`src/rtl/axis_dac_out_if.sv`:
```
// AXI-Stream sample bus between the scaling stage (master) and the DAC output stage (slave).
interface axis_dac_out_if #(
   parameter int W = 32
) ();
   logic [W-1:0] tdata;
   logic         tvalid;
   logic         tready;

   modport master (output tdata, output tvalid, input tready);
   modport slave  (input tdata, input tvalid, output tready);
endinterface

```
`src/rtl/axis_dac_out.sv`:
```
// AXIS sample -> clamped DAC code, one code per RATE_DIV clocks; mute input added by AXIS_DAC_OUT_MUTE_EN.
// Latency: a sample is poppable the cycle after it lands; dac_data/dac_update register one cycle after the popping strobe.
// Backpressure: 2-entry FIFO, tready low while both entries are held; an empty strobe holds dac_data and counts an underrun.
module axis_dac_out #(
   parameter int AXIS_TDATA_WIDTH = 32,
   parameter int DAC_WIDTH        = 14,
   parameter int RATE_DIV         = 1,
   parameter int OFFSET_BINARY    = 1
) (
   input  logic                 clk,
   input  logic                 rst,
   axis_dac_out_if.slave        S_AXIS,
   input  logic                 clr_stats,
`ifdef AXIS_DAC_OUT_MUTE_EN
   input  logic                 mute,
`endif
   output logic [DAC_WIDTH-1:0] dac_data,
   output logic                 dac_update,
   output logic [15:0]          underrun_count,
   output logic [15:0]          sat_count
);

   localparam int CNT_W = (RATE_DIV > 1) ? $clog2(RATE_DIV) : 1;
   localparam logic [CNT_W-1:0]     CNT_LAST = CNT_W'(RATE_DIV - 1);
   localparam logic [DAC_WIDTH-1:0] MIDSCALE = {(OFFSET_BINARY != 0), {(DAC_WIDTH-1){1'b0}}};
   localparam logic [DAC_WIDTH-1:0] CODE_MAX = {1'b0, {(DAC_WIDTH-1){1'b1}}};
   localparam logic [DAC_WIDTH-1:0] CODE_MIN = {1'b1, {(DAC_WIDTH-1){1'b0}}};

   logic [AXIS_TDATA_WIDTH-1:0] fifo_q [2];
   logic [AXIS_TDATA_WIDTH-1:0] fifo_d [2];
   logic [1:0]                  occ_q, occ_d;
   logic                        tready_q, tready_d;
   logic [CNT_W-1:0]            cnt_q, cnt_d;
   logic [DAC_WIDTH-1:0]        dac_data_q, dac_data_d;
   logic                        dac_update_q, dac_update_d;
   logic [15:0]                 underrun_q, underrun_d;
   logic [15:0]                 sat_q, sat_d;

   logic                              s_tready;
   logic [AXIS_TDATA_WIDTH-1:0]       s_tdata;
   logic                              strobe, push, pop, muted, in_range;
   logic [AXIS_TDATA_WIDTH-1:0]       head;
   logic [AXIS_TDATA_WIDTH-DAC_WIDTH:0] head_hi;
   logic [DAC_WIDTH-1:0]              clamped, code;

`ifdef AXIS_DAC_OUT_MUTE_EN
   assign muted = mute;
`else
   assign muted = 1'b0;
`endif

   // Registered ready is gated by rst so no beat lands while reset is held.
   assign s_tready      = tready_q && !rst;
   assign S_AXIS.tready = s_tready;
   assign s_tdata       = S_AXIS.tdata;

   always_comb begin
      head     = fifo_q[0];
      head_hi  = head[AXIS_TDATA_WIDTH-1:DAC_WIDTH-1];
      in_range = (&head_hi) || !(|head_hi);
      clamped  = head[DAC_WIDTH-1:0];
      if (!in_range) begin
         clamped = head[AXIS_TDATA_WIDTH-1] ? CODE_MIN : CODE_MAX;
      end
      // XOR with midscale flips the MSB only in offset-binary builds.
      code = muted ? MIDSCALE : (clamped ^ MIDSCALE);
   end

   always_comb begin
      fifo_d       = fifo_q;
      occ_d        = occ_q;
      cnt_d        = cnt_q;
      dac_data_d   = dac_data_q;
      dac_update_d = 1'b0;
      underrun_d   = underrun_q;
      sat_d        = sat_q;

      strobe = (cnt_q == CNT_LAST);
      push   = S_AXIS.tvalid && s_tready;
      pop    = strobe && (occ_q != 2'd0);

      cnt_d = strobe ? '0 : cnt_q + 1'b1;

      if (pop) begin
         fifo_d[0] = fifo_q[1];
      end
      if (push) begin
         if (occ_q == 2'd0 || (occ_q == 2'd1 && pop)) begin
            fifo_d[0] = s_tdata;
         end else begin
            fifo_d[1] = s_tdata;
         end
      end

      if (push && !pop) begin
         occ_d = occ_q + 2'd1;
      end else if (pop && !push) begin
         occ_d = occ_q - 2'd1;
      end
      tready_d = (occ_d != 2'd2);

      if (pop) begin
         dac_data_d   = code;
         dac_update_d = 1'b1;
      end

      if (clr_stats) begin
         underrun_d = '0;
         sat_d      = '0;
      end else begin
         if (strobe && !pop && underrun_q != 16'hFFFF) begin
            underrun_d = underrun_q + 16'd1;
         end
         if (pop && !in_range && !muted && sat_q != 16'hFFFF) begin
            sat_d = sat_q + 16'd1;
         end
      end
   end

   always_ff @(posedge clk) begin
      if (rst) begin
         fifo_q       <= '{default: '0};
         occ_q        <= 2'd0;
         tready_q     <= 1'b1;
         cnt_q        <= '0;
         dac_data_q   <= MIDSCALE;
         dac_update_q <= 1'b0;
         underrun_q   <= '0;
         sat_q        <= '0;
      end else begin
         fifo_q       <= fifo_d;
         occ_q        <= occ_d;
         tready_q     <= tready_d;
         cnt_q        <= cnt_d;
         dac_data_q   <= dac_data_d;
         dac_update_q <= dac_update_d;
         underrun_q   <= underrun_d;
         sat_q        <= sat_d;
      end
   end

   assign dac_data       = dac_data_q;
   assign dac_update     = dac_update_q;
   assign underrun_count = underrun_q;
   assign sat_count      = sat_q;

endmodule

```
`src/flat_wrapper.sv`:
```
// flat-port wrapper written by rule: the top's interface ports become plain ports
module axis_dac_out_flat 
#(
   parameter int AXIS_TDATA_WIDTH = 32,
   parameter int DAC_WIDTH        = 14,
   parameter int RATE_DIV         = 1,
   parameter int OFFSET_BINARY    = 1
)
  (clk, rst, clr_stats, dac_data, dac_update, underrun_count, sat_count, S_AXIS_tdata, S_AXIS_tvalid, S_AXIS_tready);
  axis_dac_out_if #(.W((32))) S_AXIS_i ();
  input  logic clk;
  input  logic rst;
  input  logic clr_stats;
  output logic [DAC_WIDTH-1:0] dac_data;
  output logic dac_update;
  output logic [15:0] underrun_count;
  output logic [15:0] sat_count;
  input wire logic [$bits(S_AXIS_i.tdata)-1:0] S_AXIS_tdata;
  input wire logic [$bits(S_AXIS_i.tvalid)-1:0] S_AXIS_tvalid;
  output wire logic [$bits(S_AXIS_i.tready)-1:0] S_AXIS_tready;
  assign S_AXIS_i.tdata = S_AXIS_tdata;
  assign S_AXIS_i.tvalid = S_AXIS_tvalid;
  assign S_AXIS_tready = S_AXIS_i.tready;
  axis_dac_out #(.AXIS_TDATA_WIDTH(AXIS_TDATA_WIDTH), .DAC_WIDTH(DAC_WIDTH), .RATE_DIV(RATE_DIV), .OFFSET_BINARY(OFFSET_BINARY)) u_core (.clk(clk), .rst(rst), .S_AXIS(S_AXIS_i), .clr_stats(clr_stats), .dac_data(dac_data), .dac_update(dac_update), .underrun_count(underrun_count), .sat_count(sat_count));
endmodule
```
`config.mk`:
```
export PLATFORM = sky130hd
export DESIGN_NAME = axis_dac_out_flat
export DESIGN_NICKNAME = d
export VERILOG_FILES = /design/src/rtl/axis_dac_out_if.sv /design/src/rtl/axis_dac_out.sv /design/src/flat_wrapper.sv
export SDC_FILE = /design/constraint.sdc
export NUM_CORES = 1
export LEC_CHECK = 0
export CAP_MARGIN = 0
export CORE_MARGIN = 3
export CORE_UTILIZATION = 40
export CTS_CLUSTER_SIZE = 40
export DETAILED_ROUTE_END_ITERATION = 10
export PLACE_DENSITY_LB_ADDON = 0.12
export SLEW_MARGIN = 10
export SYNTH_ARGS = -nofsm -noshare
export SYNTH_HDL_FRONTEND = slang
export SYNTH_SLANG_ARGS = --single-unit
```
`constraint.sdc`:
```
create_clock -name clk -period 3.2 [get_ports clk]
set_input_delay 0.32 -clock clk [delete_from_list [all_inputs] [get_ports clk]]
set_output_delay 0.32 -clock clk [all_outputs]
set_load 0.01 [all_outputs]
```
---- Yosys cells after proc, flatten, opt, wreduce, memory -nomap -nowiden ----
Cells that the tools add are included.
cells by class
  reductions and logical operators ........ 24
  $add $sub $neg .......................... 5
  equal/unequal tests ..................... 4
  mux-type cells .......................... 9
  bitwise operators ....................... 3
operator list
  operator                 number
  $mux W32                 3
  $mux W64                 1
  $add A16 B1 Y16 const B  2
  $ne A16 B16 Y1 const B   2
  $mux W14                 2
  $reduce_and A19 Y1       1
  $reduce_or A19 Y1        1
  $logic_and A1 B1 Y1      10
  $logic_not A1 Y1         5
  $mux W2                  2
  $reduce_or A2 Y1         2
  $not A1 Y1               3
  $add A2 B1 Y2 const B    1
  $eq A2 B1 Y1 const B     1
  $logic_not A2 Y1         1
  $logic_or A1 B1 Y1       2
  $ne A2 B2 Y1 const B     1
  $reduce_and A2 Y1        1
  $reduce_bool A2 Y1       1
  $sub A2 B1 Y2 const B    1
  $add A1 B1 Y1 const B    1
  $mux W1                  1
word-level totals
  bits in registers ....................... 115
  input port bits ......................... 36
  logic and storage cells ................. 54

---- Longest topological paths before layout ----
  depth in word-level cells ............... 8
  depth in mapped cells ................... 8
  mapped depth without buffers ............ 7

---- Least setup slack after synthesis ----
No wires, ideal clock.
  kind .................................... flip-flop to flip-flop
  start point ............................. reg u_core.sat_q[3], in the netlist u_core.sat_count[3]
  end point ............................... reg u_core.sat_q[15], in the netlist u_core.sat_count[15]
  library setup time ...................... 0.070 ns
  setup slack ............................. 1.097 ns
  data arrival time ....................... 2.033 ns
  path buffers ............................ 0
  stages on the path, launching flop included .. 7
  cell sequence ........................... dfxtp_1 -> and4_4 -> nand2_2 -> or4_4 -> or3_1 -> or3_1 -> a21oi_1
on the way
  longest elaborated chain between the ends .. 2
RTL lines
  element                                                  line                 source
  from (decl)                                              axis_dac_out.sv:37   logic [15:0] sat_q, sat_d;
  from (signal assigned)                                   axis_dac_out.sv:138  sat_q <= sat_d;
  branches (longest 2 deep; another with $add A16 B1 Y16)  n/a
Parallel ways; which one is timed is not known.
A chain may end at the register's enable or synchronous reset.

---- Worst setup path in the final report ----
  start point ............................. reg u_core.occ_q[1]
  end point ............................... reg u_core.sat_q[8], in the netlist u_core.sat_count[8]
on the way
  longest elaborated chain between the ends .. 4
RTL lines
  element                            line                 source
  from (decl)                        axis_dac_out.sv:31   logic [1:0] occ_q, occ_d;
  from (signal assigned)             axis_dac_out.sv:123  occ_q <= 2'd0;
  from (signal assigned)             axis_dac_out.sv:132  occ_q <= occ_d;
  $reduce_bool A2 Y1                 axis_dac_out.sv:80   pop = strobe && (occ_q != 2'd0);
  $logic_and A1 B1 Y1                axis_dac_out.sv:80
  $logic_and A1 B1 Y1 (2 in series)  axis_dac_out.sv:114  if (pop && !in_range && !muted && sat_q != 16'hFFFF) begin
No other way between the ends.

==> report_table.html <==
<table>
<tr><th>Metric</th><th>Value</th></tr>
<tr><th colspan="2">Status</th></tr>
<tr><td>Run status</td><td>completed</td></tr>
<tr><th colspan="2">Global routing</th></tr>
<tr><td>Remaining global-route overflow</td><td>0</td></tr>
<tr><td>Initial antenna violation count</td><td>0</td></tr>
<tr><td>Number of global-route vias before repair</td><td>about 4k</td></tr>
<tr><td>Largest net degree at the start of global routing</td><td>76</td></tr>
<tr><td>Wire length of the first global-routing pass</td><td>just under 20 mm</td></tr>
<tr><td>Overall global routing resource usage</td><td>18.5%</td></tr>
<tr><th colspan="2">Cells and area</th></tr>
<tr><td>Layout net count</td><td>about 700</td></tr>
<tr><td>Relative area change from synthesis to final layout</td><td>30.2%</td></tr>
<tr><td>Share of the core filled with cells</td><td>54.0%</td></tr>
<tr><td>Share of final-layout standard cells stronger than drive strength 1</td><td>9.70%</td></tr>
<tr><td>Antenna diode count</td><td>0</td></tr>
<tr><td>Number of fill cells in the layout</td><td>1112</td></tr>
<tr><th colspan="2">STA</th></tr>
<tr><td>Max Freq</td><td>0.415 GHz</td></tr>
<tr><td>RSZ-0062 raised after global routing</td><td>false</td></tr>
<tr><td>Final worst clock skew</td><td>6.66 ps</td></tr>
<tr><td>Final clock period utilization by the worst path</td><td>75.3%</td></tr>
<tr><td>Number of max-slew violations in the final report</td><td>0</td></tr>
<tr><td>TNS Setup</td><td>0 ps</td></tr>
<tr><td># setup viols final</td><td>0</td></tr>
<tr><td>Fin crit period</td><td>2410 ps</td></tr>
<tr><td>Hold violation count in the final report</td><td>0</td></tr>
<tr><td>Transition time at the pin with the least slew margin</td><td>810 ps</td></tr>
<tr><td>Slew Limit Headroom</td><td>46.0%</td></tr>
<tr><td>Final WS setup</td><td>791 ps</td></tr>
<tr><th colspan="2">Yosys</th></tr>
<tr><td>Number of flops mapped to enable cells by yosys</td><td>0</td></tr>
<tr><td>Main area contributors after synthesis</td><td>dfxtp_1, nand2_1, a311oi_1, nor2_1, a21oi_1</td></tr>
<tr><td>Post-synthesis net count</td><td>~630</td></tr>
<tr><td>Average cell area after synthesis</td><td>between 8 and 9 µm²</td></tr>
<tr><td>Synth Flop Type</td><td>dfxtp_1</td></tr>
<tr><td>Most common cell in the synthesized netlist</td><td>nand2_1</td></tr>
<tr><td>Synth warn</td><td>0</td></tr>
<tr><td>Number of flip-flops and latches in the synthesized netlist</td><td>115</td></tr>
<tr><td>Instance count of the mapped netlist</td><td>587</td></tr>
<tr><td>Share of the synthesized area in the top cell type</td><td>between 40% and 50%</td></tr>
<tr><td>Share of the yosys chip area belonging to registers</td><td>between 40 and 50%</td></tr>
<tr><td>Library cells used by synthesis</td><td>48</td></tr>
<tr><td>Ranking of synthesized cells by instance count</td><td>nand2_1, dfxtp_1, nor2_1</td></tr>
<tr><td>Synth async-reset ratio</td><td>0%</td></tr>
<tr><td>Cell type contributing the most total cell area after synthesis</td><td>dfxtp_1</td></tr>
<tr><td>Area of the mapped netlist</td><td>4820 µm²</td></tr>
<tr><th colspan="2">Clocking</th></tr>
<tr><td>Maximum buffer depth of the clock tree</td><td>2</td></tr>
<tr><td>Hold-fix buffers, CTS</td><td>0</td></tr>
<tr><td>Maximum level of the CTS H-tree</td><td>4</td></tr>
<tr><td>Buffers inserted by post-CTS timing repair</td><td>0</td></tr>
<tr><td>Clock Pin Slew Worst Setup and Hold Paths</td><td>50 ps</td></tr>
<tr><td>Root buffer cell</td><td>clkbuf_16</td></tr>
<tr><td>CTS tree</td><td>done</td></tr>
<tr><td>Number of clock buffers inserted by TritonCTS</td><td>17</td></tr>
<tr><td>Number of gates resized after CTS</td><td>0</td></tr>
<tr><td>Clk_lat worst skew</td><td>410 ps</td></tr>
<tr><td>Clk sink count</td><td>115</td></tr>
<tr><th colspan="2">Min path</th></tr>
<tr><td>Startpoint of the most critical hold path</td><td>rst</td></tr>
<tr><td>End point of the worst hold path</td><td>u_core.tready_q</td></tr>
<tr><td>Worst hold stages</td><td>5</td></tr>
<tr><td>Worst hold path class</td><td>primary input to flop</td></tr>
<tr><th colspan="2">Power</th></tr>
<tr><td>Final total power</td><td>4.54 mW</td></tr>
<tr><td>Leakage</td><td>2.12 nW</td></tr>
<tr><td>Peak ir drop on the vdd network</td><td>318 µV</td></tr>
<tr><td>Pwr per Cell Area</td><td>roughly 720 nW/µm²</td></tr>
<tr><th colspan="2">Placement</th></tr>
<tr><td>Setup Slack @ Placement</td><td>between 700 and 800 ps</td></tr>
<tr><td>Count of buffers from port buffering</td><td>83</td></tr>
<tr><td>Final weighted congestion of routability-driven global placement</td><td>0.843</td></tr>
<tr><td>DP Wirelength</td><td>roughly 8.0 mm</td></tr>
<tr><th colspan="2">Die</th></tr>
<tr><td>Die Span X</td><td>116 µm</td></tr>
<tr><td>Area of the die</td><td>~13000 µm²</td></tr>
<tr><td>Initial cell density of the core</td><td>between 40% and 50%</td></tr>
<tr><td>IO Count</td><td>84</td></tr>
<tr><td>Number of placement rows</td><td>39</td></tr>
<tr><td>Std-Cell Core Area</td><td>11600 µm²</td></tr>
<tr><td>Chip height</td><td>~120 µm</td></tr>
<tr><th colspan="2">Route</th></tr>
<tr><td>Drt wl/cell</td><td>~15 µm</td></tr>
<tr><td>Number of design rule violations left after detail routing</td><td>0</td></tr>
<tr><td>Total wire length after detailed routing</td><td>12.1 mm</td></tr>
<tr><td>DRT Pass-1 Iters</td><td>5</td></tr>
<tr><td>Number of antenna-violating nets in the routed design</td><td>0</td></tr>
<tr><td>Routed vias</td><td>between 4k and 5k</td></tr>
<tr><td>Via count normalized by instance count</td><td>around 5.4</td></tr>
<tr><td>Number of design-rule violations left by the first detailed-router iteration</td><td>~330</td></tr>
<tr><th colspan="2">Critical path</th></tr>
<tr><td>Reg-to-reg setup timing slack</td><td>just under 800 ps</td></tr>
<tr><td>Number of cells on the worst reg-to-reg path</td><td>6</td></tr>
<tr><td>Kind of end point of the critical path</td><td>flop</td></tr>
<tr><td>Crit path required time</td><td>~3500 ps</td></tr>
<tr><td>Critical path startpoint category</td><td>flop</td></tr>
<tr><td>Worst reg2reg path startpoint</td><td>u_core.occ_q[1]</td></tr>
<tr><td>Setup CP Type</td><td>flop to flop</td></tr>
<tr><td>Max Fanout on Critical Path</td><td>45</td></tr>
<tr><td>Arrival time worst endpoint</td><td>2740 ps</td></tr>
<tr><td>R2r endpoint</td><td>u_core.sat_count[8]</td></tr>
<tr><th colspan="2">Job</th></tr>
<tr><td>Max Cap Violations</td><td>0</td></tr>
</table>
## state kept, by name, summed over array words and instances (netlist names)
name,flops
u_core.cnt_q,1
u_core.head,32
u_core.dac_data,14
u_core.underrun_count,16
u_core.sat_count,16
u_core.fifo_q,32
u_core.dac_update,1
u_core.tready_q,1
u_core.occ_q,2
## logic make-up (layout without fill, tap and decap cells)
logic type               count (synthesis)  count (layout)  synth area share (%)
AND/OR/NAND/NOR                        286             286                  26.3
buffers and inverters                   46             129                  3.87
AO/OA/AOI/OAI                          119             119                  18.0
other                                    1               1                0.0778
flip-flops                             115             115                  47.8
adder cells (fa/ha/maj)                  4               4                  1.04
XOR/XNOR                                14              14                  2.54
multiplexers                             2               2                 0.415
## critical path: stages (launching register included)
cell     delay [ps]
dfxtp_1         360
inv_1            80
ha_1            240
or2_2           600
nor2_1          430
or4b_1          480
a21oi_1         140
## power breakdown
part           internal, mW  total, mW  switching (mW)
combinational         0.425       1.04           0.615
clock                  1.07       1.71           0.638
sequential             1.65       1.79           0.141
## layer usage
| layer | GRT usage (%) | wire length [µm] | vias to the layer above |
|---|---|---|---|
| met5 | 0 | 0 | - |
| met4 | 8.20 | 224 | 0 |
| met3 | 4.39 | 687 | 18 |
| met2 | 28.2 | 5380 | 129 |
| met1 | 25.1 | 5850 | 2053 |
| li1 | - | - | 2228 |
## layout make-up
class	instances	area, µm²	share of cell area, %
multi-input cells	426	2340	37.3
flip-flops and latches	115	2300	36.7
repair buffers	92	893	14.2
clock buffers	21	450	7.18
well taps	143	179	2.85
clock inverters	11	87.6	1.40
inverters	5	18.8	0.299
## worst max-delay path by stage
stage,slack (ps),from,depth (start not counted),to
6_report,790,u_core.occ_q[1],6,u_core.sat_count[8]
5_1_grt,620,u_core.occ_q[1],6,u_core.sat_count[8]
3_3_place_gp,870,u_core.occ_q[0],6,u_core.sat_count[8]
3_5_place_dp,800,u_core.occ_q[1],6,u_core.sat_count[8]
2_1_floorplan,1100,u_core.sat_count[3],6,u_core.sat_count[15]
4_1_cts,790,u_core.occ_q[1],6,u_core.sat_count[8]
## stage by stage
stage | instance area, µm² | std cells | hold WS (ps)
2_1_floorplan | 4820 | 587 | 437
4_1_cts | 6270 | 813 | 440
3_3_place_gp | 5740 | 781 | 442
5_1_grt | 6270 | 813 | 475
6_report | 6270 | 813 | 452
3_5_place_dp | 5740 | 781 | 447
## layout by cell type (no fill, tap or decap), types with 11 or more instances in the layout
cell / count
nand4_1: 15
or3_1: 11
a21oi_1: 44
dfxtp_1: 115
clkdlybuf4s50_1: 82
nand2_1: 151
nand3_1: 13
o221a_2: 13
nor2_1: 59
clkbuf_16: 17
a311oi_1: 33
(Power assumes the default switching activity.)
